--- config.mk ---
export PLATFORM = sky130hd
export DESIGN_NAME = sprite_blit
export DESIGN_NICKNAME = d
export VERILOG_FILES = /design/src/rtl/sprite_blit_pkg.sv /design/src/rtl/sprite_coord_gen.sv /design/src/rtl/sprite_blit.sv
export SDC_FILE = /design/constraint.sdc
export NUM_CORES = 1
export LEC_CHECK = 0
export ABC_AREA = 1
export BUFFER_PORTS_ARGS = -buffer_cell sky130_fd_sc_hd__buf_4
export CAP_MARGIN = 20
export CORE_MARGIN = 1.5
export CORE_UTILIZATION = 25
export DETAILED_ROUTE_END_ITERATION = 12
export GPL_ROUTABILITY_DRIVEN = 1
export PLACE_DENSITY = 0.46
export SYNTH_ARGS = -nofsm -noshare
export SYNTH_HDL_FRONTEND = slang
export SYNTH_SLANG_ARGS = --single-unit
--- constraint.sdc ---
create_clock -name iClock -period 7.45 [get_ports iClock]
set_input_delay 0 -clock iClock [delete_from_list [all_inputs] [get_ports iClock]]
set_output_delay 0 -clock iClock [all_outputs]
set_load 0.01 [all_outputs]
--- src/rtl/sprite_blit_pkg.sv ---
// Shared definitions for the sprite blitter: directions, FSM states,
// sprite ROM word layout and the diagonal sprite base offset.
package sprite_blit_pkg;

  // Directions, counter-clockwise from east. Even = straight, odd = diagonal.
  localparam logic [2:0] DIR_E  = 3'd0;
  localparam logic [2:0] DIR_UR = 3'd1;
  localparam logic [2:0] DIR_N  = 3'd2;
  localparam logic [2:0] DIR_UL = 3'd3;
  localparam logic [2:0] DIR_W  = 3'd4;
  localparam logic [2:0] DIR_DL = 3'd5;
  localparam logic [2:0] DIR_S  = 3'd6;
  localparam logic [2:0] DIR_DR = 3'd7;

  typedef enum logic [1:0] {
    IDLE  = 2'd0,
    SCAN  = 2'd1,
    DRAIN = 2'd2,
    DONE  = 2'd3
  } state_t;

  localparam int PIX_COL_W = 9;

  // Sprite ROM word: opaque flag above the {R,G,B} colour.
  typedef struct packed {
    logic                 opaque;
    logic [PIX_COL_W-1:0] colour;
  } pixel_t;

  // Diagonal sprites are stored directly after the straight sprite.
  function automatic int diag_base(input int sw, input int sh);
    return sw * sh;
  endfunction

endpackage

--- src/rtl/sprite_coord_gen.sv ---
// Walks the sprite index with incremental row/col counters, maps each
// index to screen coordinates for the job direction and flags clipping.
// Outputs are registered: the index loaded or advanced at an edge is
// visible on the outputs in the following cycle.
module sprite_coord_gen
  import sprite_blit_pkg::*;
#(
  parameter int SCREEN_W = 160,
  parameter int SCREEN_H = 120,
  parameter int X_W      = 8,
  parameter int Y_W      = 7,
  parameter int ADDR_W   = 15,
  parameter int SW       = 8,
  parameter int SH       = 14,
  parameter int DG       = 15,
  parameter int SA_W     = 9
) (
  input  logic              clk,
  input  logic              rst_n,
  input  logic              load,
  input  logic              advance,
  input  logic [X_W-1:0]    base_x,
  input  logic [Y_W-1:0]    base_y,
  input  logic [2:0]        dir,
  output logic [X_W-1:0]    x,
  output logic [Y_W-1:0]    y,
  output logic [SA_W-1:0]   spr_addr,
  output logic [ADDR_W-1:0] bg_addr,
  output logic              valid,
  output logic              last
);

  localparam int XW1 = X_W + 1;
  localparam int YW1 = Y_W + 1;
  localparam logic [SA_W-1:0] SW_L      = SA_W'(SW);
  localparam logic [SA_W-1:0] DG_L      = SA_W'(DG);
  localparam logic [SA_W-1:0] LAST_ST   = SA_W'(SW * SH - 1);
  localparam logic [SA_W-1:0] LAST_DG   = SA_W'(DG * DG - 1);
  localparam logic [SA_W-1:0] DIAG_BASE = SA_W'(diag_base(SW, SH));

  logic [SA_W-1:0]   idx_r, row_r, col_r;
  logic              act_r;
  logic [SA_W-1:0]   idx_n, row_n, col_n, width_s;
  logic              act_n, clip_s, vis_s;
  logic [XW1-1:0]    x_n;
  logic [YW1-1:0]    y_n;
  logic [ADDR_W-1:0] bg_n;
  logic [SA_W-1:0]   spr_n;

  assign width_s = dir[0] ? DG_L : SW_L;
  assign last    = act_r && (idx_r == (dir[0] ? LAST_DG : LAST_ST));

  // Next index/row/col: restart on load, step with column wrap on advance.
  always_comb begin
    idx_n = '0;
    row_n = '0;
    col_n = '0;
    act_n = 1'b0;
    if (load) begin
      act_n = 1'b1;
    end else if (advance) begin
      act_n = 1'b1;
      idx_n = idx_r + SA_W'(1);
      if (col_r == width_s - SA_W'(1)) begin
        col_n = '0;
        row_n = row_r + SA_W'(1);
      end else begin
        col_n = col_r + SA_W'(1);
        row_n = row_r;
      end
    end else begin
      act_n = 1'b0;
    end
  end

  // Direction mapping, clip test and memory addresses for the next index.
  always_comb begin
    case (dir)
      DIR_N, DIR_S: begin
        x_n = {1'b0, base_x} + XW1'(col_n);
        y_n = {1'b0, base_y} + YW1'(row_n);
      end
      DIR_E, DIR_W: begin
        x_n = {1'b0, base_x} + XW1'(row_n);
        y_n = {1'b0, base_y} + YW1'(col_n);
      end
      DIR_UL, DIR_DR: begin
        x_n = {1'b0, base_x} + XW1'(col_n);
        y_n = {1'b0, base_y} + YW1'(row_n);
      end
      default: begin
        x_n = {1'b0, base_x} + XW1'(DG - 1) - XW1'(col_n);
        y_n = {1'b0, base_y} + YW1'(row_n);
      end
    endcase
    clip_s = (x_n >= XW1'(SCREEN_W)) || (y_n >= YW1'(SCREEN_H));
    vis_s  = act_n && !clip_s;
    if (vis_s) begin
      bg_n = ADDR_W'(x_n) + ADDR_W'(SCREEN_W) * ADDR_W'(y_n);
    end else begin
      bg_n = '0;
    end
    if (!act_n) begin
      spr_n = '0;
    end else if (dir[0]) begin
      spr_n = DIAG_BASE + idx_n;
    end else begin
      spr_n = idx_n;
    end
  end

  // Counter and output registers.
  always_ff @(posedge clk or negedge rst_n) begin
    if (!rst_n) begin
      idx_r    <= '0;
      row_r    <= '0;
      col_r    <= '0;
      act_r    <= 1'b0;
      x        <= '0;
      y        <= '0;
      spr_addr <= '0;
      bg_addr  <= '0;
      valid    <= 1'b0;
    end else begin
      idx_r    <= idx_n;
      row_r    <= row_n;
      col_r    <= col_n;
      act_r    <= act_n;
      x        <= X_W'(x_n);
      y        <= Y_W'(y_n);
      spr_addr <= spr_n;
      bg_addr  <= bg_n;
      valid    <= vis_s;
    end
  end

endmodule

--- src/rtl/sprite_blit.sv ---
// Sprite blitter top: job FSM, coordinate generator, a pipe that keeps
// pixel position/plot/erase aligned with the memory read latency, and the
// sprite-versus-background colour select.
module sprite_blit
  import sprite_blit_pkg::*;
#(
  parameter int SCREEN_W = 160,
  parameter int SCREEN_H = 120,
  parameter int X_W      = 8,
  parameter int Y_W      = 7,
  parameter int ADDR_W   = 15,
  parameter int COL_W    = 9,
  parameter int SW       = 8,
  parameter int SH       = 14,
  parameter int DG       = 15,
  parameter int RD_LAT   = 2,
  localparam int SA_W    = $clog2(SW * SH + DG * DG)
) (
  input  logic              iClock,
  input  logic              iResetn,
  input  logic              iStart,
  input  logic [X_W-1:0]    iX,
  input  logic [Y_W-1:0]    iY,
  input  logic [2:0]        iDir,
  input  logic              iErase,
  output logic [SA_W-1:0]   oSprAddr,
  input  logic [COL_W:0]    iSprPix,
  output logic [ADDR_W-1:0] oBgAddr,
  input  logic [COL_W-1:0]  iBgCol,
  output logic [X_W-1:0]    oX,
  output logic [Y_W-1:0]    oY,
  output logic [COL_W-1:0]  oColour,
  output logic              oPlot,
  output logic              oBusy,
  output logic              oDone,
  output logic [X_W-1:0]    oRX,
  output logic [Y_W-1:0]    oRY,
  output logic [2:0]        oRdir
);

  localparam int DC_W = $clog2(RD_LAT + 1);

  state_t          state_r, state_n;
  logic [DC_W-1:0] drain_r;
  logic            start_s, last_s, advance_s;
  logic [X_W-1:0]  rx_r;
  logic [Y_W-1:0]  ry_r;
  logic [2:0]      rdir_r;
  logic            rerase_r, busy_r, done_r;
  logic [X_W-1:0]  cg_x;
  logic [Y_W-1:0]  cg_y;
  logic            cg_valid;
  logic [X_W-1:0]  px_r [RD_LAT];
  logic [Y_W-1:0]  py_r [RD_LAT];
  logic            pv_r [RD_LAT];
  logic            pe_r [RD_LAT];
  logic [COL_W-1:0] colour_s;

  // Next-state logic; the start request is only honoured in IDLE.
  always_comb begin
    state_n = state_r;
    start_s = 1'b0;
    case (state_r)
      IDLE: begin
        if (iStart) begin
          state_n = SCAN;
          start_s = 1'b1;
        end else begin
          state_n = IDLE;
        end
      end
      SCAN: begin
        if (last_s) state_n = DRAIN;
        else        state_n = SCAN;
      end
      DRAIN: begin
        if (drain_r == DC_W'(RD_LAT - 1)) state_n = DONE;
        else                              state_n = DRAIN;
      end
      DONE:    state_n = IDLE;
      default: state_n = IDLE;
    endcase
  end

  assign advance_s = (state_r == SCAN) && !last_s;

  // State register, job capture and registered status flags.
  always_ff @(posedge iClock or negedge iResetn) begin
    if (!iResetn) begin
      state_r  <= IDLE;
      drain_r  <= '0;
      busy_r   <= 1'b0;
      done_r   <= 1'b0;
      rx_r     <= '0;
      ry_r     <= '0;
      rdir_r   <= '0;
      rerase_r <= 1'b0;
    end else begin
      state_r <= state_n;
      busy_r  <= (state_n != IDLE);
      done_r  <= (state_n == DONE);
      drain_r <= (state_r == DRAIN) ? drain_r + DC_W'(1) : '0;
      if (start_s) begin
        rx_r     <= iX;
        ry_r     <= iY;
        rdir_r   <= iDir;
        rerase_r <= iErase;
      end
    end
  end

  // The first index is generated from the live inputs at the start edge;
  // later indices use the captured job so input changes mid-job are ignored.
  sprite_coord_gen #(
    .SCREEN_W (SCREEN_W),
    .SCREEN_H (SCREEN_H),
    .X_W      (X_W),
    .Y_W      (Y_W),
    .ADDR_W   (ADDR_W),
    .SW       (SW),
    .SH       (SH),
    .DG       (DG),
    .SA_W     (SA_W)
  ) u_coord (
    .clk      (iClock),
    .rst_n    (iResetn),
    .load     (start_s),
    .advance  (advance_s),
    .base_x   (start_s ? iX : rx_r),
    .base_y   (start_s ? iY : ry_r),
    .dir      (start_s ? iDir : rdir_r),
    .x        (cg_x),
    .y        (cg_y),
    .spr_addr (oSprAddr),
    .bg_addr  (oBgAddr),
    .valid    (cg_valid),
    .last     (last_s)
  );

  // Pixel pipe matching the memory read latency; the last stage drives the VGA port.
  always_ff @(posedge iClock or negedge iResetn) begin
    if (!iResetn) begin
      for (int j = 0; j < RD_LAT; j++) begin
        px_r[j] <= '0;
        py_r[j] <= '0;
        pv_r[j] <= 1'b0;
        pe_r[j] <= 1'b0;
      end
    end else begin
      px_r[0] <= cg_x;
      py_r[0] <= cg_y;
      pv_r[0] <= cg_valid;
      pe_r[0] <= rerase_r;
      for (int j = 1; j < RD_LAT; j++) begin
        px_r[j] <= px_r[j-1];
        py_r[j] <= py_r[j-1];
        pv_r[j] <= pv_r[j-1];
        pe_r[j] <= pe_r[j-1];
      end
    end
  end

  // Colour select on the memory data arriving with the pipe's last stage;
  // held at zero whenever no pixel is being plotted.
  always_comb begin
    if (!pv_r[RD_LAT-1]) begin
      colour_s = '0;
    end else if (iSprPix[COL_W] && !pe_r[RD_LAT-1]) begin
      colour_s = iSprPix[COL_W-1:0];
    end else begin
      colour_s = iBgCol;
    end
  end

  assign oX      = px_r[RD_LAT-1];
  assign oY      = py_r[RD_LAT-1];
  assign oPlot   = pv_r[RD_LAT-1];
  assign oColour = colour_s;
  assign oBusy   = busy_r;
  assign oDone   = done_r;
  assign oRX     = rx_r;
  assign oRY     = ry_r;
  assign oRdir   = rdir_r;

endmodule

# Word level (Yosys, flattened, before mapping)
# Cells that the tools add are included.
dict set report totals {
  input_bits 41
  elab_cells 95
  ff_bits 127
}
dict set report op_classes {
  mul 1
  n_eq_ne 12
  muxes 29
  n_addsub 13
  reduce_logical 13
  n_lt_le_gt_ge 2
}
# op n
set ops {}
lappend ops {{$mux W9} 12}
lappend ops {{$add A9 B1 Y9 const B} 3}
lappend ops {{$mux W8} 3}
lappend ops {{$add A8 B9 Y9} 2}
lappend ops {{$eq A9 B9 Y1} 2}
lappend ops {{$pmux W9 S2} 1}
lappend ops {{$add A7 B8 Y8} 2}
lappend ops {{$add A9 B15 Y15} 1}
lappend ops {{$mux W15} 1}
lappend ops {{$mul A3 B8 Y10 const A} 1}
lappend ops {{$add A7 B9 Y9 const A} 1}
lappend ops {{$add A8 B4 Y9 const B} 1}
lappend ops {{$eq A3 B3 Y1 const B} 3}
lappend ops {{$ge A9 B8 Y1 const B} 1}
lappend ops {{$sub A9 B1 Y9 const B} 1}
lappend ops {{$sub A9 B9 Y9} 1}
lappend ops {{$ge A8 B7 Y1 const B} 1}
lappend ops {{$pmux W2 S4} 1}
lappend ops {{$mux W7} 1}
lappend ops {{$eq A2 B2 Y1 const B} 3}
lappend ops {{$eq A3 B2 Y1 const B} 2}
lappend ops {{$mux W1} 6}
lappend ops {{$mux W3} 2}
lappend ops {{$eq A2 B1 Y1 const B} 2}
lappend ops {{other kinds (10)} 16}

# Longest topological paths before layout
dict set report depth {
  word_depth 17
  depth_mapped 35
}

# By module
# From an unflattened synthesis, not the netlist that was laid out.
dict set report hier_totals {
  hier_cells 817
  area_unflattened_um2 6870.3
}
# mod area_per_inst_um2 cells_each seq_area_each_um2 n_inst
set by_module_without_submodules {}
lappend by_module_without_submodules {sprite_coord_gen 4808.4 632 1701.6 1}
lappend by_module_without_submodules {sprite_blit 2062.0 185 1476.4 1}

# Worst setup path before layout
# OpenSTA, ideal clock, no wires.
dict set report synth_path {
  path_type {register -> register}
  from {register state_r[1]}
  to {register u_coord.bg_addr[13]}
  period_less_slack_ns 4.581
  path_stages_with_launch 28
  setup_slack_ns 2.869
  t_arrival_ns 4.461
  t_required_ns 7.330
  cell_sequence {dfrtp_1 nor2_4 nand3_1 nand3_1 nand2_1 nand3_2 nand2_4 buf_1 nor3_1 inv_1 o21ai_0 ha_1 inv_1 fa_1 inv_1 a21oi_1 o21ai_0 xor2_1 nor2_1 nor2_1 inv_1 fa_1 o21ai_0 xor2_1 inv_1 nor2_1 xor2_1 nor2_2}
}
dict set report synth_via {
  elab_chain_len 17
  elab_cells_between_ends 46
}
# item line_no
set synth_lines {}
lappend synth_lines {{from (decl)} sprite_blit.sv:43} ;# state_t state_r, state_n;
lappend synth_lines {{from (signal assigned)} sprite_blit.sv:99} ;# state_r <= state_n;
lappend synth_lines {{branches (longest 9 deep; another with $sub A9 B1 Y9)} n/a}
lappend synth_lines {{$mux W9 (*)} sprite_coord_gen.sv:59} ;# if (load) begin
lappend synth_lines {{net u_coord.col_n[0]} sprite_coord_gen.sv:43} ;# logic [SA_W-1:0] idx_n, row_n, col_n, width_s;
lappend synth_lines {{$add A7 B8 Y8 (*)} sprite_coord_gen.sv:85} ;# y_n = {1'b0, base_y} + YW1'(col_n);
lappend synth_lines {{$mux W8 (*)} n/a}
lappend synth_lines {{net u_coord.y_n[4]} sprite_coord_gen.sv:46} ;# logic [YW1-1:0] y_n;
lappend synth_lines {{branches (longest 4 deep; another with $add A9 B15 Y15)} n/a}
lappend synth_lines {{$mux W15 (*)} sprite_coord_gen.sv:98} ;# if (vis_s) begin
lappend synth_lines {{net u_coord.bg_n[13]} sprite_coord_gen.sv:47} ;# logic [ADDR_W-1:0] bg_n;
lappend synth_lines {{to (signal assigned)} sprite_coord_gen.sv:132} ;# bg_addr <= bg_n;
lappend synth_lines {{to (decl)} sprite_coord_gen.sv:28} ;# output logic [ADDR_W-1:0] bg_addr,
# Mark *: on every way through the listed nets, which the timed path passes.
# A chain may end at the register's enable or synchronous reset.

# Worst setup path after layout
# Ends and elaborated chain as after synthesis.

==> key figures <==
Finish
  • Antenna cells: 0
  • Design area: 0.00865 mm²
  • Proportion of layout cells with a drive suffix above 1: 0.205
  • Layout area overhead: 27.1%
  • Nets: 1008

Synthesis
  • Synth Cell Area: 0.00681 mm²
  • Syn Nets: 885
  • Compound-Gate Fraction of Synth Area: 0.0698
  • Mean Syn Cell Area: ~8.6 µm²
  • Ys Warns: 0
  • Post-Synth XOR/XNOR Area: 0.0373
  • Register area share after synthesis: 0.467
  • Largest family of logic cells by synthesized area: simple AND/OR/NAND/NOR gates
  • Synth cell types: 42
  • Synth Area in Adders: 0.103
  • Post-synthesis simple-gate area fraction: 0.235
  • Gate count after technology mapping: 791
  • Post-synthesis mux area share: 0
  • Synth Register Bits: 127

Floorplanning
  • Core area: 0.0269 mm²
  • Width of the die: roughly 170 µm
  • Chip Height: 168 µm
  • Initial Util: 0.253
  • Row count: 60
  • Die footprint: 0.0282 mm²
  • Ports: 110

Routing
  • Remaining DRCs: 0
  • Drt pass-1 iters: 4
  • Initial DRC Count: between 200 and 300
  • Final ANT Viol Nets: 0
  • WL final: approximately 17 mm
  • Vias: 5259
  • Post-DR wirelength/cell: 13.3 µm
  • Number of vias per cell: 4.15

Place
  • Placed cell area: 0.00791 mm²
  • Post-Place Worst Slack: 1.93 ns
  • IO buf count: around 110
  • DP HPWL: 12.6 mm
  • GPL Wtd Cong: 0.816

STA
  • Worst setup margin: 1.94 ns
  • Count of final hold-check violations: 0
  • Fmax: about 180 MHz
  • Setup TNS: 0 ns
  • Setup violations, final: 0
  • Clock Skew: 0.0140 ns
  • Slew headroom: 0.452
  • Slew at the pin closest to its max-slew limit: between 0.8 and 0.9 ns
  • Final Max Slew Viols: 0
  • Min cycle time layout: 5.51 ns
  • Fin crit share: 0.740
  • WHS: 0.0709 ns
  • RSZ-0062 raised after global routing: no

Global route
  • Tot GR Track Use: 0.127
  • First-pass GRT wire length: 27.7 mm
  • Largest net degree at the start of global routing: 68
  • Overflow after GRT: 0
  • Vias in the first global route: 5320
  • Initial antenna violation count: 0

Clock network
  • Clk root buf: clkbuf_16
  • Post CTS Setup Buffer Count: 0
  • CTS tree: built
  • Num CTS Buffers: 17
  • H-tree depth: 4
  • Clk_lat worst skew: 0.43 ns
  • Clk pin slew, worst setup/hold paths: 0.06 ns
  • CTS sink cnt: 127
  • Clock buffer depth: 2

Pwr
  • Maximum vdd ir drop: 0.000193 V
  • Leakage power: roughly 4.5 nW
  • Net Switching: 1.67 mW
  • Pint: about 2.3 mW
  • Flop pwr share: 0.265
  • Sw Share: 0.423
  • Clock network power share: 0.202
  • Power density over cell area: roughly 460 mW/mm²
  • Comb pwr share: 0.532
  • Final Power: 3.96 mW

Worst hold path
  • Min-delay src: iDir[0]
  • Sink of the worst hold path: oRdir[0]
  • Hold Path Class: in2reg
  • WHS Path Cells: 3

Critical path
  • WS Path Type: reg2reg
  • CP Max Fanout: 26
  • RR Startpoint: state_r[1]
  • Crit. End Element: register
  • R2r endpoint: u_coord.bg_addr[13]
  • Crit path required time: 7.75 ns
  • Reg2reg setup slack: between 1.5 and 2 ns
  • Worst setup SP type: register
  • Worst R2R Path Depth: 26
  • Critical Path AT: 5.81 ns

Status
  • Status: complete, no violations

Run
  • Max cap viols: 0
[synth_stat cells, drive strengths merged]
| library cell | count | area share |
|---|---|---|
| clkbuf | 5 | 0.0028 |
| clkinv | 1 | 0.00055 |
| nand3b | 3 | 0.0033 |
| o211ai | 1 | 0.0011 |
| dfrtp | 127 | 0.47 |
| nand4 | 10 | 0.0092 |
| nor2 | 81 | 0.051 |
| a211oi | 1 | 0.0011 |
| inv | 117 | 0.065 |
| ha | 48 | 0.088 |
| xor2 | 19 | 0.024 |
| buf | 19 | 0.020 |
| xnor2 | 10 | 0.013 |
| o21ai | 47 | 0.035 |
| nor3 | 7 | 0.0051 |
| nor3b | 6 | 0.0066 |
| nand2 | 180 | 0.11 |
| o21a | 1 | 0.0011 |
| a31o | 1 | 0.0013 |
| nand3 | 45 | 0.038 |
| or2 | 14 | 0.013 |
| nor4 | 1 | 0.00092 |
| and3 | 1 | 0.00092 |
| a21o | 1 | 0.0011 |
| a21boi | 1 | 0.0011 |
| fa | 5 | 0.015 |
| a31oi | 2 | 0.0018 |
| and2 | 1 | 0.00092 |
| o22ai | 1 | 0.00092 |
| a21oi | 35 | 0.026 |
[power groups by stage]
stage               clock (mW)  sequential, mW  combinational, mW
floorplan                    0            1.08               1.53
global placement             0            1.06               2.12
detailed placement           0            1.06               2.13
CTS                      0.823            1.05               2.15
global route             0.857            1.08               2.45
finish                   0.802            1.05               2.11
[critical path, cell delays in order, from the launching register on]
cell and delay (ns):
dfrtp_1 0.42, nor2_4 0.16, nand2_4 0.22, nand2_2 0.16
nand3_1 0.14, nand3_4 0.16, nand2_1 0.12, nor3_1 0.44
inv_1 0.11, o21ai_0 0.22, ha_1 0.24, inv_1 0.07
fa_1 0.40, inv_1 0.09, a21oi_1 0.06, o21ai_0 0.19
xor2_1 0.38, nor2_1 0.08, nor2_1 0.16, inv_1 0.08
fa_1 0.46, o21ai_0 0.33, xor2_1 0.25, inv_1 0.08
nor2_1 0.13, xor2_1 0.17, nor2_2 0.05
[worst max path at each step]
stage | startpoint | end | slack [ns] | depth (start not counted)
floorplan | state_r[1] | u_coord.bg_addr[13] | 2.87 | 27
global placement | state_r[1] | u_coord.bg_addr[13] | 2.00 | 26
detailed placement | state_r[1] | u_coord.bg_addr[13] | 1.93 | 26
CTS | state_r[1] | u_coord.bg_addr[13] | 1.86 | 26
global route | state_r[1] | u_coord.bg_addr[13] | 1.28 | 26
finish | state_r[1] | u_coord.bg_addr[13] | 1.94 | 26
[routing by layer]
layer,vias to the layer above,wire length [µm],global-route usage
met5,-,0,0
met4,0,195,0.0415
met3,12,846,0.0320
met2,102,7940,0.214
met1,2407,7910,0.158
li1,2738,-,-
[logic make-up after synthesis]
logic type	count (synthesis)
xor+xnor	29
flops	127
simple gates	349
fa+ha+maj	53
buf+inv	142
compound gates	91
[sequential cells by signal, summed over array words and instances (netlist names), 2 cells and up, named ones only]
register,count
u_coord.spr_addr,9
oX,8
px_r,8
oRY,7
py_r,7
oRdir,2
u_coord.y,7
u_coord.idx_r,9
oRX,8
u_coord.x,8
oY,7
drain_r,2
state_r,2
u_coord.col_r,9
u_coord.bg_addr,15
u_coord.row_r,9
pe_r,2
[timing repair]
item / in CTS / in global routing
hold endpoints to repair: 77 / 0
gates resized for setup: 0 / 0
hold buffers: 18 / 0
[cell type report]
type	count	area (µm²)
repair buffers	128	1010
fillers	2861	18200
clock inverters	12	110
well taps	341	427
inverters	118	445
multi-input cells	522	3030
clock buffers	19	453
flip-flops and latches	127	3180
[cells in the final DEF, fill, tap and decap left out, types with 6 or more instances in the layout]
cell type / instances
nand2_1: 170
dfrtp_1: 127
inv_1: 111
buf_4: 109
nor2_1: 67
ha_1: 48
o21ai_0: 47
nand3_1: 40
a21oi_1: 35
xor2_1: 19
dlygate4sd3_1: 18
clkbuf_16: 17
or2_2: 13
nor2_2: 12
nand4_1: 10
xnor2_1: 10
nor3_1: 7
nand2_2: 6
nor3b_1: 6
[through the flow]
| stage | cells | utilization |
|---|---|---|
| 2_1_floorplan | 791 | - |
| 3_3_place_gp | 1218 | 0.294 |
| 3_5_place_dp | 1218 | 0.294 |
| 4_1_cts | 1267 | 0.322 |
| 5_1_grt | 1267 | 0.322 |
| 6_report | 1267 | 0.322 |
No activity file was read; power rests on OpenSTA's default activity.
